[config.mk]
export PLATFORM = sky130hd
export DESIGN_NAME = fifo_wr_arb
export DESIGN_NICKNAME = d
export VERILOG_FILES = /design/src/rtl/fifo_wr_arb.sv
export SDC_FILE = /design/constraint.sdc
export NUM_CORES = 1
export LEC_CHECK = 0
export CAP_MARGIN = 20
export CORE_MARGIN = 3
export CORE_UTILIZATION = 43
export CTS_BUF_LIST = sky130_fd_sc_hd__clkbuf_16
export DETAILED_ROUTE_END_ITERATION = 16
export HOLD_SLACK_MARGIN = 0.15
export PLACE_DENSITY = 0.82
export SLEW_MARGIN = 20
export SYNTH_ARGS = -nofsm -noshare
export SYNTH_HDL_FRONTEND = slang
export SYNTH_SLANG_ARGS = --single-unit
[constraint.sdc]
create_clock -name wclk -period 5.1 [get_ports wclk]
set_input_delay 1.02 -clock wclk [delete_from_list [all_inputs] [get_ports wclk]]
set_output_delay 1.02 -clock wclk [all_outputs]
set_load 0.05 [all_outputs]
[src/rtl/fifo_wr_arb.sv]
// Round-robin write arbiter: NREQ requesters share one FIFO write port.
// A grant holds for up to BURST consecutive beats and stalls on wfull.
module fifo_wr_arb #(
    parameter int NREQ  = 4,
    parameter int DW    = 8,
    parameter int BURST = 4
) (
    input  logic                    wclk,
    input  logic                    wrst_n,
    input  logic [NREQ-1:0]         req_valid,
    input  logic [NREQ*DW-1:0]      req_data,
    output logic [NREQ-1:0]         req_ready,
    input  logic                    wfull,
    output logic                    winc,
    output logic [DW-1:0]           wdata,
    output logic [$clog2(NREQ)-1:0] owner,
    output logic                    busy
);

    localparam int OW = $clog2(NREQ);
    localparam int CW = $clog2(BURST + 1);

    typedef enum logic {
        IDLE,
        HOLD
    } state_e;

    state_e        state_q, state_d;
    logic [OW-1:0] last_q, last_d;
    logic [CW-1:0] cnt_q, cnt_d;

    logic [OW-1:0] cand;
    logic [OW-1:0] search_idx;
    logic          found;
    logic [OW-1:0] grant;
    logic          grant_vld;
    logic          open;
    logic          beat;

    // Rotating priority: the requester after the last owner is searched first.
    always_comb begin
        found      = 1'b0;
        search_idx = last_q;
        cand       = last_q;
        for (int unsigned k = 1; k <= NREQ; k++) begin
            cand = OW'((32'(last_q) + k) % NREQ);
            if (!found && req_valid[cand]) begin
                found      = 1'b1;
                search_idx = cand;
            end
        end
    end

    always_comb begin
        state_d   = state_q;
        last_d    = last_q;
        cnt_d     = cnt_q;
        grant     = last_q;
        grant_vld = 1'b0;

        if (state_q == HOLD) begin
            grant_vld = 1'b1;
        end else begin
            grant     = search_idx;
            grant_vld = found;
        end

        open = grant_vld & ~wfull & wrst_n;
        beat = open & req_valid[grant];

        case (state_q)
            IDLE: begin
                if (beat) begin
                    last_d = grant;
                    cnt_d  = CW'(1);
                    if (BURST > 1) begin
                        state_d = HOLD;
                    end
                end
            end
            HOLD: begin
                // A dropped valid ends the grant even while the FIFO is full.
                if (!req_valid[last_q]) begin
                    state_d = IDLE;
                    cnt_d   = '0;
                end else if (beat) begin
                    if (cnt_q + CW'(1) == CW'(BURST)) begin
                        state_d = IDLE;
                        cnt_d   = '0;
                    end else begin
                        cnt_d = cnt_q + CW'(1);
                    end
                end
            end
            default: begin
                state_d = IDLE;
                cnt_d   = '0;
            end
        endcase
    end

    always_comb begin
        req_ready = '0;
        wdata     = '0;
        for (int unsigned i = 0; i < NREQ; i++) begin
            if (OW'(i) == grant) begin
                req_ready[i] = open;
                wdata        = req_data[i*DW +: DW];
            end
        end
    end

    assign winc  = beat;
    assign owner = last_q;
    assign busy  = (state_q == HOLD);

    always_ff @(posedge wclk or negedge wrst_n) begin
        if (!wrst_n) begin
            state_q <= IDLE;
            last_q  <= OW'(NREQ - 1);
            cnt_q   <= '0;
        end else begin
            state_q <= state_d;
            last_q  <= last_d;
            cnt_q   <= cnt_d;
        end
    end

endmodule

; After elaboration in Yosys (flattened, before gate mapping)
; Cells that the tools add are included.
[word_totals]
regBits = 6
inputBits = 39
output_inout_bits = 16
wordCells = 74
[op_classes]
add_sub_neg = 5
n_lt_le_gt_ge = 6
n_eq_ne = 6
muxes = 40
bitwise = 5
n_reduce_logical = 9
[op_table]
columns = cell, count
row1 = 8-bit two-way mux, 4
row2 = 1-bit two-way mux, 19
row3 = 2-bit by 3-bit < comparator with 1-bit output (second input constant), 6
row4 = 1-bit binary-select mux with 2-bit select, 6
row5 = 3-bit two-way mux, 4
row6 = 2-bit two-way mux, 5
row7 = 3-bit case mux with 2 select lines, 1
row8 = 2-bit by 1-bit adder with 2-bit output (second input constant), 2
row9 = 2-bit adder (second input constant), 2
row10 = 2-bit == test (first input constant), 2
row11 = 2-bit AND reduction, 2
row12 = 3-bit by 1-bit adder with 3-bit output (second input constant), 1
row13 = 1-bit bitwise AND, 3
row14 = 3-bit == test (second input constant), 1
row15 = 1-bit logical AND, 3
row16 = 1-bit logical NOT, 3
row17 = 3-bit != test (second input constant), 1
row18 = 1-bit by 2-bit == test with 1-bit output (first input constant), 1
row19 = 2-bit logical NOT, 1
row20 = 2-bit != test (second input constant), 1
row21 = 1-bit inverter, 2
row22 = 1-bit case mux with 2 select lines, 1

; Logic depth before layout (Yosys ltp)
; Gate-level depths: netlist of run 1.
[depth]
word_depth = 20
ltp_mapped = 9
ltp_nobuf = 7

; Worst setup path after synthesis of run 1
; No wires, ideal clock.
[synth_timing]
kind = in2out
startpoint = input req_valid[3]
endpoint = output wdata[1]
t_arrival_ns = 3.239
setup_slack_ns = 0.841
path_stages = 9
path_cell_list = buf_6 > mux4_2 > inv_1 > a21oi_1 > nor2_1 > a211o_1 > clkbuf_1 > nor2_1 > a21oi_1
[synth_between]
elab_chain_len = 18
[synth_rtl]
columns = item, line
row1 = start: declaration, 10  ; input logic [NREQ-1:0] req_valid,
row2 = 1-bit binary-select mux with 2-bit select, 47  ; if (!found && req_valid[cand]) begin
row3 = 1-bit two-way mux (not written as such), 47
row4 = 1-bit two-way mux, 47
row5 = 1-bit logical NOT, 47
row6 = 1-bit logical AND, 47
row7 = 1-bit two-way mux, 47
row8 = 1-bit logical NOT, 47
row9 = 1-bit logical AND, 47
row10 = 1-bit two-way mux, 47
row11 = 1-bit logical NOT, 47
row12 = 1-bit logical AND, 47
row13 = 2-bit two-way mux *, 47
row14 = 2-bit two-way mux *, 61  ; if (state_q == HOLD) begin
row15 = 2-bit logical NOT, 106  ; if (OW'(i) == grant) begin
row16 = 8-bit two-way mux (3 in series), 106
row17 = 8-bit two-way mux *, 106
row18 = end: declaration, 15  ; output logic [DW-1:0] wdata,
; Mark *: on every way between the ends. The rest lies on a longest branch, timed or not. The select of a mux whose other input is x is not followed.

; Worst setup path in the final report of run 1
[layout_timing]
startpoint = input req_valid[3]
endpoint = output winc
[layout_between]
elab_chain_len = 16
[layout_rtl]
columns = item, line
row1 = 1-bit binary-select mux with 2-bit select, 47
row2 = 1-bit two-way mux (not written as such), 47
row3 = 1-bit two-way mux, 47
row4 = 1-bit logical NOT, 47
row5 = 1-bit logical AND, 47
row6 = 1-bit two-way mux, 47
row7 = 1-bit logical NOT, 47
row8 = 1-bit logical AND, 47
row9 = 1-bit two-way mux, 47
row10 = 1-bit logical NOT, 47
row11 = 1-bit logical AND, 47
row12 = 2-bit two-way mux / 1-bit two-way mux (equally long branches), 47
row13 = 2-bit two-way mux / 1-bit two-way mux (equally long branches), 61
row14 = 1-bit binary-select mux with 2-bit select / 1-bit bitwise AND (equally long branches), "69, 68"
row15 = 1-bit two-way mux (not written as such) / 1-bit bitwise AND (equally long branches), "69, 68"
row16 = 1-bit bitwise AND *, 69  ; beat = open & req_valid[grant];
row17 = end: declaration, 14  ; output logic winc,
; Marks and branches as above.

==> metrics.yaml, run 1 <==
vias: 1160
cts_tree: "yes"
grt_antenna_before_repair: 0
async_reset_ff_share_pct: 100
synth.cell_area_um2: 1090
diodes: 0
worstHoldEndpoint: "cnt_q[1]"
htree_levels: 1
ctsResizeCount: 0
reg2reg_depth: 7
port_buffers: 54
yosysMostFrequentCell: "nor2_1"
io_pins: 55
critical_path_class: "in2out"
ys_top_cells_by_count: "nor2_1, a21oi_1, mux2i_1"
cp_num_buf_inv: 3
critPathMostFrequentCell: "clkdlybuf4s50_1"
fp-row-count: 17
power.density_nw_per_um2: 774
cp_cell_sequence: "clkdlybuf4s50_1 -> mux4_2 -> nand2_1 -> a21oi_2 -> o31ai_4 -> a2bb2oi_4 -> inv_1 -> clkdlybuf4s50_1"
status: "complete, no violations"
crit_fanout: 9
nets: 216
critPathLaunchType: "primary input"
die_h_um: 56.3
antenna_left: 0
drive_gt1_share_pct: 24.7
hold_path.class: "reg2reg"
cp_slowest_cell: "clkdlybuf4s50_1"
critPathCaptureType: "output port"
min_from: "cnt_q[1]"
place_hpwl_um: 2430
first_pass_iters: 4
die_area_um2: 3170
yosysUniqueCellTypes: 48
drcViolationCount: 0
cts_hold_buf: 0
cts.clk_slew.worst_paths_ps: 40
synth_top_area_share_pct: 9.18
worstMarginPinSlew_ps: 500
arrival_ps: 3770
vias_per_cell: 5.74
setup_viol: 0
fin_crit_ps: 4790
syn_to_final_growth_pct: 59.4
grt_max_degree: 21
track_usage_pct: 20.4
yosys-top-cells-area: "dfrtp_1, mux2i_1, mux2_2"
cap_violations: 0
cts_root_buf: "clkbuf_16"
grt_overflow: 0
max_freq_mhz: 209
drt_iter0_markers: 42
cts_buffer_depth: 2
cp.required_ps: 4080
totalWireLength_um: 3040
nFillCells: 164
synthFlopType: "dfrtp_1"
ir_drop_uv: 548
cts_buffers: 3
start_util_pct: 47.4
yosysSeqAreaShare_pct: 14.0
min_path_cells: 2
core_um2: 2300
relSlewSlack_pct: 66.6
syn_inst: 125
whs_ps: 597
insertion_delay_ps: 230
yosysWarnings: 0
synth_area_per_cell_um2: 8.72
yosys.area.top_type: "dfrtp_1"
rsz0062_at_grt: "no"
timing.rr.end: "owner[0]"
crit_family: "buffers and inverters"
wire_per_inst_um: 15.0
synth_nets: 166
critical_path.startpoint: "req_valid[3]"
grt_pass1_vias: 1208
finalPower_mw: 1.34
r2r_start: "owner[0]"
rrSetupSlack_ps: 2550
cpPeakStageDelay_ps: 700
grt_pass1_wl_um: 5260
chipWidth_um: 56.3
synth_seq_cells: 6
post_cts_buffers: 0
final.setup.tns_ps: 0
fin_skew_ps: 2.16
synth-edff-count: 0
gp_congestion: 0.914
timing.final.crit_share_pct: 93.9
cts.sinks: 6
timing_max_transition_violations_final: 0
hold_violations: 0
p_leak_nw: 0.728
==> power by group <==
group | switching, mW | internal, mW
Sequential | 0.0561 | 0.0736
Combinational | 0.598 | 0.485
Clock | 0.0291 | 0.102
==> kinds of logic after synthesis <==
| group | after synthesis | synth area share [%] |
|---|---|---|
| compound gates | 38 | 27.3 |
| simple gates | 42 | 23.5 |
| mux | 20 | 21.4 |
| xor+xnor | 1 | 0.804 |
| flops | 6 | 14.0 |
| buf+inv | 16 | 10.7 |
| fa+ha+maj | 2 | 2.30 |
==> metrics by stage <==
step / instances / area, um2 / util [%] / worst slack [ps]
after detailed placement: 198 / 1660 / 72.2 / 346
final: 202 / 1740 / 75.6 / 310
after CTS: 202 / 1740 / 75.6 / 322
after global placement: 198 / 1660 / 72.2 / 401
after floorplan: 125 / 1090 / - / 841
after global routing: 202 / 1740 / 75.6 / 152
==> sequential cells by signal (all words and copies together) (netlist names) <==
signal  cells
cnt_q       3
busy        1
owner       2
==> placed cells by master (no fill, tap or decap), drive strengths merged, types with 3 or more instances in the layout <==
| master | instances |
|---|---|
| o21ai | 7 |
| buf | 11 |
| dfrtp | 4 |
| mux2 | 10 |
| a21oi | 13 |
| and2b | 4 |
| clkdlybuf4s50 | 44 |
| a2bb2oi | 3 |
| clkbuf | 3 |
| nor2 | 14 |
| o211ai | 4 |
| inv | 7 |
| mux2i | 9 |
| nand2 | 7 |
==> how the worst max path moves through the flow <==
stage / to / slack [ps] / depth (start not counted)
after global placement: winc / 400 / 8
after CTS: winc / 320 / 8
after floorplan: wdata[1] / 840 / 9
after detailed placement: winc / 350 / 8
after global routing: winc / 150 / 8
final: winc / 310 / 8
==> worst register-to-register path, delay by kind of cell (launching register included) <==
| family | cells | cell delay [ps] |
|---|---|---|
| muxes | 2 | 950 |
| AOI/OAI and AO/OA | 3 | 680 |
| DFF | 1 | 650 |
| and+or+nand+nor | 2 | 190 |
==> final cells by class <==
class	instances	area (um2)	share of cell area, %
Multi-Input combinational cell	103	825	47.5
Timing Repair Buffer	55	623	35.9
Sequential cell	6	153	8.79
Clock buffer	3	75.1	4.32
Tap cell	28	35.0	2.02
Inverter	6	22.5	1.30
Clock inverter	1	3.75	0.216
==> per-layer routing <==
| metal | GRT usage [%] | up-vias | routed length [um] |
|---|---|---|---|
| met4 | 9.15 | 0 | 71 |
| met5 | 0 | - | 0 |
| met2 | 33.1 | 56 | 1440 |
| met1 | 23.1 | 536 | 1170 |
| met3 | 8.74 | 8 | 358 |
| li1 | - | 560 | - |
No activity file was read; power rests on OpenSTA's default activity.
==> inputs of run 2 (changes only) <==
--- a/config.mk
+++ b/config.mk
@@ -7,11 +7,11 @@
 export LEC_CHECK = 0
 export CAP_MARGIN = 20
 export CORE_MARGIN = 3
-export CORE_UTILIZATION = 43
+export CORE_UTILIZATION = 40
 export CTS_BUF_LIST = sky130_fd_sc_hd__clkbuf_16
 export DETAILED_ROUTE_END_ITERATION = 16
 export HOLD_SLACK_MARGIN = 0.15
-export PLACE_DENSITY = 0.82
+export PLACE_DENSITY = 0.77
 export SLEW_MARGIN = 20
 export SYNTH_ARGS = -nofsm -noshare
 export SYNTH_HDL_FRONTEND = slang
==> constraint.sdc (replaced) <==
create_clock -name wclk -period 5 [get_ports wclk]
set_input_delay 1 -clock wclk [delete_from_list [all_inputs] [get_ports wclk]]
set_output_delay 1 -clock wclk [all_outputs]
set_load 0.05 [all_outputs]
==> run 2 against run 1 <==
Against the previous run:
- highest routed layer unchanged
- worst setup slack got worse by 73 ps
- flip-flop and latch count did not move
- global-route usage fell by 1.6 points
- via count fell by 4.5%
- clock skew rose by 1.4 ps
- sequential share of layout area fell by 0.11 points
- largest cell class unchanged
- design area rose by 1.3%
- sequential power barely moved
- clock power barely moved
- first-iteration DRC count fell by 48%
- register-to-register slack got worse by 100 ps
- core utilization fell by 5.9 points
==> metrics.yaml, run 2 (synthesized netlist as in run 1, its figures left out) <==
setup_viol: 0  # unchanged
drive_gt1_share_pct: 25.1  # +0.43 points
cts_hold_buf: 0  # unchanged
critPathLaunchType: "primary input"
cts.sinks: 6  # unchanged
cp.required_ps: 4000  # -80 ps
final.setup.tns_ps: 0  # unchanged
cts.clk_slew.worst_paths_ps: 40  # about the same
hold_violations: 0  # unchanged
die_h_um: 58.2  # +3.3%
worstMarginPinSlew_ps: 511  # +11.3 ps
relSlewSlack_pct: 65.8  # -0.75 points
timing.rr.end: "owner[0]"
insertion_delay_ps: 230  # about the same
port_buffers: 54  # unchanged
place_hpwl_um: 2420  # -0.55%
die_area_um2: 3390  # +6.7%
grt_overflow: 0  # unchanged
nets: 217  # +0.46%
syn_to_final_growth_pct: 61.4
cts_tree: "yes"
cts_buffer_depth: 2  # unchanged
timing.final.crit_share_pct: 95.2
fin_skew_ps: 3.58  # +1.41 ps
min_path_cells: 2  # unchanged
crit_fanout: 9  # unchanged
critPathCaptureType: "output port"
grt_antenna_before_repair: 0  # unchanged
p_leak_nw: 0.736  # +1.1%
top_register: "cnt_q"
diodes: 0  # unchanged
rsz0062_at_grt: "no"
io_pins: 55  # unchanged
wire_per_inst_um: 14.4  # -4.5%
r2r_start: "owner[0]"
nFillCells: 210  # +28%
drcViolationCount: 0  # unchanged
gp_congestion: 0.887  # -3.0%
grt_pass1_wl_um: 4940  # -6.0%
totalWireLength_um: 2950  # -3.1%
cts_root_buf: "clkbuf_16"
drt_iter0_markers: 22  # -48%
track_usage_pct: 18.8  # -1.6 points
arrival_ps: 3760  # about the same
rrSetupSlack_ps: 2450  # -100 ps
ir_drop_uv: 500  # -8.8%
first_pass_iters: 4  # unchanged
largest_reg_flops: 3  # unchanged
grt_pass1_vias: 1105  # -8.5%
min_from: "cnt_q[1]"
vias_per_cell: 5.40  # -5.9%
post_cts_buffers: 0  # unchanged
htree_levels: 1  # unchanged
reg2reg_depth: 7  # unchanged
fin_crit_ps: 4760
cap_violations: 0  # unchanged
antenna_left: 0  # unchanged
hold_path.class: "reg2reg"
status: "complete, no violations"
placed_area_um2: 1680  # +1.4%
worstHoldEndpoint: "cnt_q[1]"
stdcell_area_um2: 1760  # +1.3%
timing_max_transition_violations_final: 0  # unchanged
layout_commonest_cell: "clkdlybuf4s50_1"
ctsResizeCount: 0  # unchanged
fp-row-count: 18  # +1
max_freq_mhz: 210
mostFrequentLayoutCells: "clkdlybuf4s50_1, nor2_1, a21oi_1"
critical_path_class: "in2out"
power.density_nw_per_um2: 784  # +1.4%
core_um2: 2520  # +9.8%
cts_buffers: 3  # unchanged
grt_max_degree: 21  # unchanged
start_util_pct: 43.2  # -4.2 points
chipWidth_um: 58.2  # +3.3%
vias: 1108  # -4.5%
==> run 2: worst max-delay path, stage by stage <==
cell             delay, ps
clkdlybuf4s50_1        550
mux4_2                 620
nand2_1                130
a21oi_2                 60
o31ai_4                320
a2bb2oi_4              290
inv_1                   80
clkdlybuf4s50_1        710
==> run 2: power breakdown <==
part	switching [mW]	total [mW]	internal, mW
registers	0.0578	0.133	0.0751
clock network	0.0287	0.133	0.104
logic	0.609	1.11	0.505
total	0.696	1.38	0.684
==> run 2: cell type report <==
class / instances / area [um2] / share of cell area [%]
well taps: 30 / 37.5 / 2.13
clock inverters: 1 / 3.75 / 0.213
flip-flops and latches: 6 / 153 / 8.68
multi-input cells: 103 / 825 / 46.9
inverters: 6 / 22.5 / 1.28
repair buffers: 56 / 643 / 36.6
clock buffers: 3 / 75.1 / 4.27
==> run 2: worst max path at each step <==
| stage | startpoint | to | cells after the start |
|---|---|---|---|
| finish | req_valid[3] | winc | 8 |
| detailed placement | req_valid[3] | winc | 8 |
| floorplan | req_valid[3] | wdata[1] | 9 |
| CTS | req_valid[3] | winc | 8 |
| global placement | req_valid[3] | winc | 8 |
| global route | req_valid[3] | winc | 8 |
==> run 2: per-stage QoR <==
| stage | cells | power [mW] | setup slack [ps] | hold WS, ps | utilization [%] |
|---|---|---|---|---|---|
| floorplan | 125 | 0.846 | 781 | 518 | - |
| global placement | 201 | 1.24 | 340 | 559 | 66.6 |
| detailed placement | 201 | 1.25 | 251 | 587 | 66.6 |
| CTS | 205 | 1.39 | 245 | 589 | 69.7 |
| global route | 205 | 1.47 | 80.2 | 625 | 69.7 |
| finish | 205 | 1.38 | 238 | 591 | 69.7 |
==> run 2: per-layer routing <==
metal  global-route usage (%)  vias up  part of all wire [%]
li1                         -      556                     -
met1                     21.8      497                    39
met4                     9.27        0                   2.2
met5                        0        -                     0
met3                     7.13        7                    10
met2                     30.3       48                    48
